**config.mk**
```make
export PLATFORM = sky130hd
export DESIGN_NAME = wordcopy_scheduler
export DESIGN_NICKNAME = d
export VERILOG_FILES = /design/src/rtl/wordcopy_pkg.sv /design/src/rtl/wordcopy_scheduler_desc_fifo.sv /design/src/rtl/wordcopy_scheduler.sv
export SDC_FILE = /design/constraint.sdc
export NUM_CORES = 1
export LEC_CHECK = 0
export BUFFER_PORTS_ARGS = -buffer_cell sky130_fd_sc_hd__buf_2
export CORE_MARGIN = 5
export CORE_UTILIZATION = 55
export CTS_CLUSTER_SIZE = 24
export DETAILED_ROUTE_END_ITERATION = 8
export GPL_ROUTABILITY_DRIVEN = 1
export GPL_TIMING_DRIVEN = 0
export PLACE_DENSITY = 0.86
export SLEW_MARGIN = 20
export SYNTH_ARGS = -nofsm -noshare
export SYNTH_HDL_FRONTEND = slang
export SYNTH_SLANG_ARGS = --single-unit
export TNS_END_PERCENT = 1
```
**constraint.sdc**
```tcl
create_clock -name clk -period 8.9 [get_ports clk]
set_input_delay 1.78 -clock clk [delete_from_list [all_inputs] [get_ports clk]]
set_output_delay 1.78 -clock clk [all_outputs]
set_load 0.02 [all_outputs]
```
**src/rtl/wordcopy_pkg.sv**
```systemverilog
// Shared types and constants for the wordcopy job scheduler: descriptor layout,
// CSR map on both the CPU side and the accelerator side, and FSM encoding.
package wordcopy_pkg;

  typedef struct packed {
    logic [31:0] dst;
    logic [31:0] src;
    logic [31:0] num;
  } desc_t;

  localparam logic [3:0] CSR_PUSH  = 4'd0;
  localparam logic [3:0] CSR_DST   = 4'd1;
  localparam logic [3:0] CSR_SRC   = 4'd2;
  localparam logic [3:0] CSR_NUM   = 4'd3;
  localparam logic [3:0] CSR_DONE  = 4'd4;
  localparam logic [3:0] CSR_IRQEN = 4'd5;

  localparam logic [3:0] ACC_CTRL = 4'd0;
  localparam logic [3:0] ACC_DST  = 4'd1;
  localparam logic [3:0] ACC_SRC  = 4'd2;
  localparam logic [3:0] ACC_NUM  = 4'd3;

  typedef enum logic [2:0] {
    ST_IDLE      = 3'd0,
    ST_POP       = 3'd1,
    ST_WR_DST    = 3'd2,
    ST_WR_SRC    = 3'd3,
    ST_WR_NUM    = 3'd4,
    ST_WR_GO     = 3'd5,
    ST_WAIT_DONE = 3'd6,
    ST_DONE      = 3'd7
  } state_t;

  function automatic logic [31:0] pack_status(input logic [7:0] occ, input logic busy,
                                              input logic full, input logic empty);
    return {16'd0, occ, 5'd0, busy, full, empty};
  endfunction

endpackage

```
**src/rtl/wordcopy_scheduler_desc_fifo.sv**
```systemverilog
// Descriptor FIFO. A push against a full FIFO is dropped even if a pop happens
// in the same cycle; the slot freed by the pop is only usable on the next cycle.
module desc_fifo
  import wordcopy_pkg::*;
#(
  parameter int  DEPTH = 4,
  parameter type T     = desc_t
) (
  input  logic                     clk,
  input  logic                     rst,
  input  logic                     i_push,
  input  T                         i_wdata,
  input  logic                     i_pop,
  output T                         o_rdata,
  output logic                     o_full,
  output logic                     o_empty,
  output logic [$clog2(DEPTH):0]   o_count
);

  localparam int AW   = $clog2(DEPTH);
  localparam int CNTW = AW + 1;

  T                r_mem [DEPTH];
  logic [AW-1:0]   r_wptr;
  logic [AW-1:0]   r_rptr;
  logic [CNTW-1:0] r_count;
  logic            w_push_ok;
  logic            w_pop_ok;

  assign o_full    = (r_count == CNTW'(DEPTH));
  assign o_empty   = (r_count == CNTW'(0));
  assign o_count   = r_count;
  assign o_rdata   = r_mem[r_rptr];
  assign w_push_ok = i_push & ~o_full;
  assign w_pop_ok  = i_pop & ~o_empty;

  // Storage array, no reset needed since reads are gated by the count.
  always_ff @(posedge clk) begin
    if (w_push_ok) begin
      r_mem[r_wptr] <= i_wdata;
    end
  end

  // Pointers and occupancy; power-of-two depth lets pointers wrap naturally.
  always_ff @(posedge clk or posedge rst) begin
    if (rst) begin
      r_wptr  <= '0;
      r_rptr  <= '0;
      r_count <= '0;
    end else begin
      if (w_push_ok) begin
        r_wptr <= r_wptr + AW'(1);
      end
      if (w_pop_ok) begin
        r_rptr <= r_rptr + AW'(1);
      end
      case ({w_push_ok, w_pop_ok})
        2'b10:   r_count <= r_count + CNTW'(1);
        2'b01:   r_count <= r_count - CNTW'(1);
        default: r_count <= r_count;
      endcase
    end
  end

endmodule

```
**src/rtl/wordcopy_scheduler.sv**
```systemverilog
// Drains queued copy descriptors in order, programming the wordcopy accelerator
// over an Avalon-MM master and counting completed jobs for the CPU.
module wordcopy_scheduler
  import wordcopy_pkg::*;
#(
  parameter int DEPTH = 4,
  parameter int CW    = 8
) (
  input  logic        clk,
  input  logic        rst,
  output logic        slave_waitrequest,
  input  logic [3:0]  slave_address,
  input  logic        slave_read,
  output logic [31:0] slave_readdata,
  input  logic        slave_write,
  input  logic [31:0] slave_writedata,
  input  logic        acc_waitrequest,
  output logic [3:0]  acc_address,
  output logic        acc_read,
  input  logic [31:0] acc_readdata,
  output logic        acc_write,
  output logic [31:0] acc_writedata,
  output logic        irq
);

  localparam int OCW = $clog2(DEPTH) + 1;

  logic [31:0]    r_dst;
  logic [31:0]    r_src;
  logic [31:0]    r_num;
  logic [CW-1:0]  r_done_count;
  logic           r_done_pending;
  logic           r_irq_en;
  state_t         r_state;
  desc_t          r_job;
  logic           r_acc_write;
  logic           r_acc_read;
  logic [3:0]     r_acc_address;
  logic [31:0]    r_acc_writedata;

  state_t         w_state_nxt;
  desc_t          w_job_nxt;
  desc_t          w_head;
  desc_t          w_stage;
  logic           w_acc_write_nxt;
  logic           w_acc_read_nxt;
  logic [3:0]     w_acc_address_nxt;
  logic [31:0]    w_acc_writedata_nxt;
  logic           w_push_req;
  logic           w_push;
  logic           w_pop;
  logic           w_full;
  logic           w_empty;
  logic [OCW-1:0] w_count;
  logic           w_busy;
  logic           w_clear;
  logic           w_unused;

  assign w_stage           = '{dst: r_dst, src: r_src, num: r_num};
  assign w_push_req        = slave_write & (slave_address == CSR_PUSH);
  assign slave_waitrequest = w_push_req & w_full;
  assign w_push            = w_push_req & ~w_full;
  assign w_pop             = (r_state == ST_POP);
  assign w_busy            = (r_state != ST_IDLE);
  assign w_clear           = slave_write & (slave_address == CSR_DONE);
  assign irq               = r_irq_en & r_done_pending;
  assign acc_write         = r_acc_write;
  assign acc_read          = r_acc_read;
  assign acc_address       = r_acc_address;
  assign acc_writedata     = r_acc_writedata;
  assign w_unused          = ^acc_readdata;

  desc_fifo #(
    .DEPTH (DEPTH),
    .T     (desc_t)
  ) u_fifo (
    .clk     (clk),
    .rst     (rst),
    .i_push  (w_push),
    .i_wdata (w_stage),
    .i_pop   (w_pop),
    .o_rdata (w_head),
    .o_full  (w_full),
    .o_empty (w_empty),
    .o_count (w_count)
  );

  // Next state; a job with zero words skips the accelerator entirely.
  always_comb begin
    w_state_nxt = r_state;
    w_job_nxt   = (r_state == ST_POP) ? w_head : r_job;
    case (r_state)
      ST_IDLE: begin
        if (!w_empty) begin
          w_state_nxt = ST_POP;
        end else begin
          w_state_nxt = ST_IDLE;
        end
      end
      ST_POP: begin
        if (w_head.num == 32'd0) begin
          w_state_nxt = ST_DONE;
        end else begin
          w_state_nxt = ST_WR_DST;
        end
      end
      ST_WR_DST:    w_state_nxt = acc_waitrequest ? ST_WR_DST    : ST_WR_SRC;
      ST_WR_SRC:    w_state_nxt = acc_waitrequest ? ST_WR_SRC    : ST_WR_NUM;
      ST_WR_NUM:    w_state_nxt = acc_waitrequest ? ST_WR_NUM    : ST_WR_GO;
      ST_WR_GO:     w_state_nxt = acc_waitrequest ? ST_WR_GO     : ST_WAIT_DONE;
      ST_WAIT_DONE: w_state_nxt = acc_waitrequest ? ST_WAIT_DONE : ST_DONE;
      ST_DONE:      w_state_nxt = ST_IDLE;
      default:      w_state_nxt = ST_IDLE;
    endcase
  end

  // Accelerator bus is a function of the state being entered, so it can be registered.
  always_comb begin
    w_acc_write_nxt     = 1'b0;
    w_acc_read_nxt      = 1'b0;
    w_acc_address_nxt   = 4'd0;
    w_acc_writedata_nxt = 32'd0;
    case (w_state_nxt)
      ST_WR_DST: begin
        w_acc_write_nxt     = 1'b1;
        w_acc_address_nxt   = ACC_DST;
        w_acc_writedata_nxt = w_job_nxt.dst;
      end
      ST_WR_SRC: begin
        w_acc_write_nxt     = 1'b1;
        w_acc_address_nxt   = ACC_SRC;
        w_acc_writedata_nxt = w_job_nxt.src;
      end
      ST_WR_NUM: begin
        w_acc_write_nxt     = 1'b1;
        w_acc_address_nxt   = ACC_NUM;
        w_acc_writedata_nxt = w_job_nxt.num;
      end
      ST_WR_GO: begin
        w_acc_write_nxt     = 1'b1;
        w_acc_address_nxt   = ACC_CTRL;
        w_acc_writedata_nxt = 32'd1;
      end
      ST_WAIT_DONE: begin
        w_acc_read_nxt    = 1'b1;
        w_acc_address_nxt = ACC_CTRL;
      end
      default: begin
        w_acc_write_nxt = 1'b0;
      end
    endcase
  end

  // FSM state, working descriptor and registered accelerator bus.
  always_ff @(posedge clk or posedge rst) begin
    if (rst) begin
      r_state         <= ST_IDLE;
      r_job           <= '0;
      r_acc_write     <= 1'b0;
      r_acc_read      <= 1'b0;
      r_acc_address   <= 4'd0;
      r_acc_writedata <= 32'd0;
    end else begin
      r_state         <= w_state_nxt;
      r_job           <= w_job_nxt;
      r_acc_write     <= w_acc_write_nxt;
      r_acc_read      <= w_acc_read_nxt;
      r_acc_address   <= w_acc_address_nxt;
      r_acc_writedata <= w_acc_writedata_nxt;
    end
  end

  // CPU-writable staging and interrupt-enable registers.
  always_ff @(posedge clk or posedge rst) begin
    if (rst) begin
      r_dst    <= 32'd0;
      r_src    <= 32'd0;
      r_num    <= 32'd0;
      r_irq_en <= 1'b0;
    end else if (slave_write) begin
      case (slave_address)
        CSR_DST:   r_dst    <= slave_writedata;
        CSR_SRC:   r_src    <= slave_writedata;
        CSR_NUM:   r_num    <= slave_writedata;
        CSR_IRQEN: r_irq_en <= slave_writedata[0];
        default:   r_irq_en <= r_irq_en;
      endcase
    end else begin
      r_irq_en <= r_irq_en;
    end
  end

  // Completion counter; a clear landing in the DONE cycle still records that job.
  always_ff @(posedge clk or posedge rst) begin
    if (rst) begin
      r_done_count   <= '0;
      r_done_pending <= 1'b0;
    end else if (r_state == ST_DONE) begin
      r_done_count   <= w_clear ? CW'(1) : r_done_count + CW'(1);
      r_done_pending <= 1'b1;
    end else if (w_clear) begin
      r_done_count   <= '0;
      r_done_pending <= 1'b0;
    end else begin
      r_done_pending <= r_done_pending;
    end
  end

  // CSR read mux over registered state.
  always_comb begin
    slave_readdata = 32'd0;
    if (slave_read) begin
      case (slave_address)
        CSR_PUSH:  slave_readdata = pack_status(8'(w_count), w_busy, w_full, w_empty);
        CSR_DST:   slave_readdata = r_dst;
        CSR_SRC:   slave_readdata = r_src;
        CSR_NUM:   slave_readdata = r_num;
        CSR_DONE:  slave_readdata = 32'(r_done_count);
        CSR_IRQEN: slave_readdata = {31'd0, r_irq_en};
        default:   slave_readdata = 32'd0;
      endcase
    end else begin
      slave_readdata = 32'd0;
    end
  end

endmodule

```
==> impl_metrics.yaml, run 1 <==
sta:
  rsz0062_at_grt: "no"
  setup_violations: 0
  setup_slack_ps: 2600
  hold_viol_final: 0
  fin_crit_ps: 6300
  timing.fmax_mhz: 159
  skew_ps: 25.1
  relSlewSlack: 0.165
  slew_violations: 0
  tightest_slew_ps: 1250
  fin_crit_sh: 0.708
routing:
  vias: 13800
  wl_mm: 63.6
  dr.first_iter.drc_count: 1769
  route.detailed.drc: 0
  drt_first_pass_iters: 5
  vias_per_cell: 6.46
  routedWlPerCell_um: 29.7
  ant_nets: 0
synthesis:
  yosys.area_share.simple: 0.0336
  synth.distinct_cells: 54
  yosys_register_bits: 632
  synth_largest_area_cell: "edfxtp_1"
  synth_xor_area_frac: 0.00466
  synth_compound_area_frac: 0.0349
  synthTopCellsByArea: "edfxtp_1 47%, dfrtp_1 25%, mux2_2 8.8%"
  syn-cell-area_sq_um: 24400
  ys_seq_area_frac: 0.726
  synth_edf_count: 384
  synth_flop_cell: "edfxtp_1"
  yosysTopAreaCellShare: 0.472
  synth.mux.area_fraction: 0.180
  syn_area_per_cell_sq_um: 18.6
  syn_inst: 1313
  synth.most_common_cell: "edfxtp_1"
  synth_top_family_by_area: "multiplexers"
  synthArstFlopShare: 0.392
  yosys.area_share.adder: 0.00389
  yosysWarnings: 0
  synth_common_cells: "384 x edfxtp_1, 248 x dfrtp_1, 192 x mux2_2"
cts:
  clock_latency_ps: 620
  cts.sinks: 632
  cts_tree: "built"
  holdBufCountCts: 0
  numCtsBuffers: 60
  cts.root.buffer_cell: "clkbuf_16"
  htreeDepth: 2
  postCtsSetupRepairBufs: 0
  cts_buffer_depth: 3
  clk_pin_slew_ps: 60
  cts_resized: 0
die:
  die_w_um: 221
  io_pins: 145
  rows: 77
  die_y_um: 221
  die_area_sq_um: 48700
  core-area_sq_um: 44100
  initial_core_util: 0.554
cells_and_area:
  drive_gt1_frac: 0.337
  register_area_sq_um: 17700
  multi_input_area_sq_um: 6330
  fin_util: 0.633
  fin_nets: 1575
  syn_to_final_growth_pct: 14.3
  fillers: 2939
critical_path:
  critPathCaptureType: "primary output"
  cp.required_ps: 7120
  worst-r2r-setup-slack_ps: 4860
  crit-reg2reg-capture: "acc_writedata[4]"
  crit_path_start_kind: "input port"
  r2r_cells: 9
  critPathKind: "in -> out"
  crit_fanout: 10
  critPathArrivalTime_ps: 4520
  r2r-start: "u_fifo.r_rptr[0]"
grt:
  track_usage: 0.265
  grt_pass1_vias: 14500
  grt_pass1_wl_mm: 93.6
  grt_max_degree: 90
  grt_overflow_total: 0
  antenna_found_initial: 1
place:
  dp_slack_ps: 2840
  gp_congestion: 0.842
  dp_hpwl_mm: 40.0
  port_buffers: 107
hold_path:
  min_path_cells: 2
  min_path_type: "reg -> reg"
  min_to: "r_done_pending"
  hp-start: "r_done_pending"
pwr:
  p_per_area_nw_per_um2: 325
  vdd_ir_drop_max_mv: 0.202
  finalPower_mw: 9.07
  leakage_nw: 10.4
run:
  drv_cap: 0
outcome:
  outcome: "completed"
## flip-flops by register name, indices dropped and copies added, names as in the netlist, 3 cells and up
| name | cells |
|---|---|
| acc_writedata | 32 |
| u_fifo.o_count | 3 |
| r_job | 96 |
| r_state | 3 |
| r_src | 32 |
| u_fifo.r_mem | 384 |
| r_num | 32 |
| r_dst | 32 |
| r_done_count | 8 |
## final cells by class
class	instances	area share
clock buffer	89	0.0609
antenna	1	0.0000896
sequential	632	0.635
timing repair buffer	119	0.0281
inverter	11	0.00175
clock inverter	25	0.00730
buffer	74	0.0134
tap	592	0.0265
multi-input combinational	597	0.227
## worst max-delay path by stage
stage / slack, ps / from / endpoint / cells past startpoint
final: 2600 / slave_address[1] / slave_readdata[24] / 7
after global placement: -2820 / rst / r_dst[13] / 2
after floorplan: 310 / rst / acc_address[0] / 1
after CTS: 2770 / slave_address[1] / slave_readdata[24] / 7
after global routing: 2600 / slave_address[1] / slave_readdata[24] / 7
after detailed placement: 2840 / slave_address[1] / slave_readdata[24] / 7
## cells in the final DEF, fill, tap and decap left out, types with 60 or more instances in the layout
cell,Yosys,layout
edfxtp_1,384,384
dfrtp_1,248,248
mux2_2,192,192
buf_2,7,117
mux4_2,83,83
nand2_1,73,73
a22oi_1,73,73
clkbuf_16,0,61
clkbuf_1,39,60
## kinds of logic (layout without fill, tap and decap cells)
logic type / Yosys count / after routing
mux: 291 / 291
xor+xnor: 13 / 13
fa+ha+maj: 7 / 7
simple gates: 162 / 162
flops: 632 / 632
other cells: 1 / 3
buf+inv: 85 / 318
compound gates: 122 / 122
## critical path, cell delays in order
cell and delay, ps:
clkbuf_1 260, nor4b_2 550, buf_4 280, clkbuf_1 730, a22oi_1 220, a21oi_1 440, buf_2 250
## layer usage
| metal | global-route usage | routed length, um | part of all wire | vias up |
|---|---|---|---|---|
| met4 | 0.122 | 3470 | 0.055 | 0 |
| met2 | 0.428 | 31000 | 0.49 | 1071 |
| li1 | - | - | - | 5487 |
| met3 | 0.0728 | 7550 | 0.12 | 246 |
| met5 | 0 | 0 | 0 | - |
| met1 | 0.340 | 21600 | 0.34 | 7024 |
## through the flow
step                setup TNS, ps  hold slack [ps]  cells  cell area [sq um]
floorplan                       0              439   1314              24400
detailed placement              0              465   2025              26000
global placement          -693450              458   2013              25700
global route                    0              511   2140              27900
CTS                             0              480   2139              27900
finish                          0              477   2140              27900
## where the power goes
| part | leakage [nW] | switching, mW | total, mW | internal (mW) |
|---|---|---|---|---|
| Clock | 0.933 | 1.08 | 2.49 | 1.41 |
| Sequential | 6.50 | 0.339 | 4.04 | 3.70 |
| Combinational | 2.96 | 1.45 | 2.54 | 1.09 |
(Power assumes the default switching activity.)
==> inputs of run 2 (changes only) <==
--- a/config.mk
+++ b/config.mk
@@ -7,12 +7,12 @@
 export LEC_CHECK = 0
 export BUFFER_PORTS_ARGS = -buffer_cell sky130_fd_sc_hd__buf_2
 export CORE_MARGIN = 5
-export CORE_UTILIZATION = 55
+export CORE_UTILIZATION = 60
 export CTS_CLUSTER_SIZE = 24
 export DETAILED_ROUTE_END_ITERATION = 8
 export GPL_ROUTABILITY_DRIVEN = 1
 export GPL_TIMING_DRIVEN = 0
-export PLACE_DENSITY = 0.86
+export PLACE_DENSITY = 0.89
 export SLEW_MARGIN = 20
 export SYNTH_ARGS = -nofsm -noshare
 export SYNTH_HDL_FRONTEND = slang
==> constraint.sdc (replaced) <==
create_clock -name clk -period 6 [get_ports clk]
set_input_delay 1.2 -clock clk [delete_from_list [all_inputs] [get_ports clk]]
set_output_delay 1.2 -clock clk [all_outputs]
set_load 0.02 [all_outputs]
==> run 2 against run 1 <==
Effect of this change:
- sequential cell count unchanged
- sequential power increased by 49%
- core utilization up 5.6 points
- largest power group unchanged
- die area down 8.0%
- critical path type unchanged
- worst setup slack worse by 1800 ps
- largest cell class unchanged
==> impl_metrics.yaml, run 2 (synthesis results as in run 1) <==
cells_and_area:
  fin_cells: 2086
  fin_util: 0.689
  top_regs: "u_fifo.r_mem: 384 flops, r_job: 96 flops"
  final_common_cell: "edfxtp_1"
  syn_to_final_growth_pct: 14.4
  fin_nets: 1580
  final_cell_mix: "384 x edfxtp_1, 248 x dfrtp_1, 192 x mux2_2"
  largest_reg_flops: 384
  regMostFlops: "u_fifo.r_mem"
  drive_gt1_frac: 0.339
place:
  port_buffers: 107
  dp_slack_ps: 1030
  gp_congestion: 0.881
  dp_hpwl_mm: 40.0
  numPlacedInstances: 1971
cts:
  holdBufCountCts: 0
  cts.root.buffer_cell: "clkbuf_16"
  cts.sinks: 632
  postCtsSetupRepairBufs: 0
  cts_tree: "built"
  cts_resized: 0
  clk_pin_slew_ps: 60
  clock_latency_ps: 610
  cts_buffer_depth: 3
  htreeDepth: 2
  numCtsBuffers: 59
hold_path:
  min_to: "r_done_pending"
  min_path_type: "reg -> reg"
  hp-start: "r_done_pending"
  min_path_cells: 2
critical_path:
  crit_path_start_kind: "input port"
  crit_fanout: 10
  critPathKind: "in -> out"
  cp_num_buf_inv: 4
  crit-reg2reg-capture: "acc_writedata[7]"
  worst-r2r-setup-slack_ps: 1930
  crit_family: "buffers and inverters"
  crit_cells: 7
  cpPeakStageDelay_ps: 690
  r2r-start: "u_fifo.r_rptr[0]"
  r2r_cells: 9
  path_common_cell: "clkbuf_1"
  path_cells: "clkbuf_1 -> nor4b_2 -> buf_4 -> clkbuf_1 -> a22oi_1 -> a21oi_1 -> buf_2"
  critPathArrivalTime_ps: 4030
  slowest_stage: "clkbuf_1"
  cp.required_ps: 4800
  critPathCaptureType: "primary output"
sta:
  fin_crit_ps: 5230
  skew_ps: 18.6
  hold_viol_final: 0
  relSlewSlack: 0.198
  timing.fmax_mhz: 191
  hold-worst-slack_ps: 495
  setup_slack_ps: 773
  rsz0062_at_grt: "no"
  fin_crit_sh: 0.871
  slew_violations: 0
  setup_tns_ps: 0
  tightest_slew_ps: 1200
  setup_violations: 0
die:
  rows: 74
  initial_core_util: 0.603
  core-area_sq_um: 40600
  die_area_sq_um: 44900
  die_w_um: 212
  io_pins: 145
  die_y_um: 212
pwr:
  vdd_ir_drop_max_mv: 0.301
  p_per_area_nw_per_um2: 483
  leakage_nw: 10.4
routing:
  wl_mm: 64.3
  ant_nets: 0
  vias_per_cell: 6.73
  drt_first_pass_iters: 5
  routedWlPerCell_um: 30.8
  route.detailed.drc: 0
  vias: 14000
  dr.first_iter.drc_count: 1991
grt:
  grt_max_degree: 48
  antenna_found_initial: 1
  track_usage: 0.290
  grt_pass1_vias: 14600
  grt_pass1_wl_mm: 94.6
  grt_overflow_total: 0
run:
  drv_cap: 0
outcome:
  outcome: "completed"
-- run 2: cell types whose count changed in the layout (fill, tap and decap cells not counted) --
cell / change
clkbuf_1: -8
inv_6: -2
clkbuf_2: +2
buf_16: -2
clkbuf_8: -2
clkinv_1: +7
buf_2: -1
buf_12: +8
diode_2: +3
bufinv_16: +1
-- run 2: worst min-delay path, stage by stage, from the launching register on --
cell	delay, ps
dfrtp_1	340
nand2_1	60
nand2_1	60
-- run 2: worst max-delay path by stage --
stage / start / end / slack, ps
detailed placement: slave_address[1] / slave_readdata[24] / 1030
CTS: slave_address[1] / slave_readdata[24] / 1000
global placement: slave_address[1] / u_fifo.r_mem[0][76] / -1260
global route: slave_address[1] / slave_readdata[22] / 850
finish: slave_address[1] / slave_readdata[24] / 770
floorplan: slave_address[1] / u_fifo.r_mem[0][0] / 800
-- run 2: final cells by class --
type                       count  area [sq um]
sequential                   632         17700
buffer                        74           375
antenna                        4          10.0
clock inverter                31           246
clock buffer                  80          1650
inverter                      11          45.0
fill                        2381         12600
timing repair buffer         125           891
multi-input combinational    597          6330
tap                          532           666
-- run 2: metal layers --
| layer | track usage | part of all wire |
|---|---|---|
| met1 | 0.378 | 0.34 |
| met2 | 0.453 | 0.47 |
| met3 | 0.0757 | 0.12 |
| met4 | 0.156 | 0.063 |
| met5 | 0.0151 | 0.0014 |
-- run 2: through the flow --
step / total power, mW / area (sq um)
after floorplan: 8.34 / 24400
after global placement: 9.46 / 25600
after detailed placement: 9.72 / 26000
after CTS: 13.4 / 27900
after global routing: 13.9 / 27900
final: 13.5 / 28000
-- run 2: report_power, final --
group | internal [mW] | switching [mW]
Combinational | 1.63 | 2.20
Clock | 2.09 | 1.58
Sequential | 5.49 | 0.513
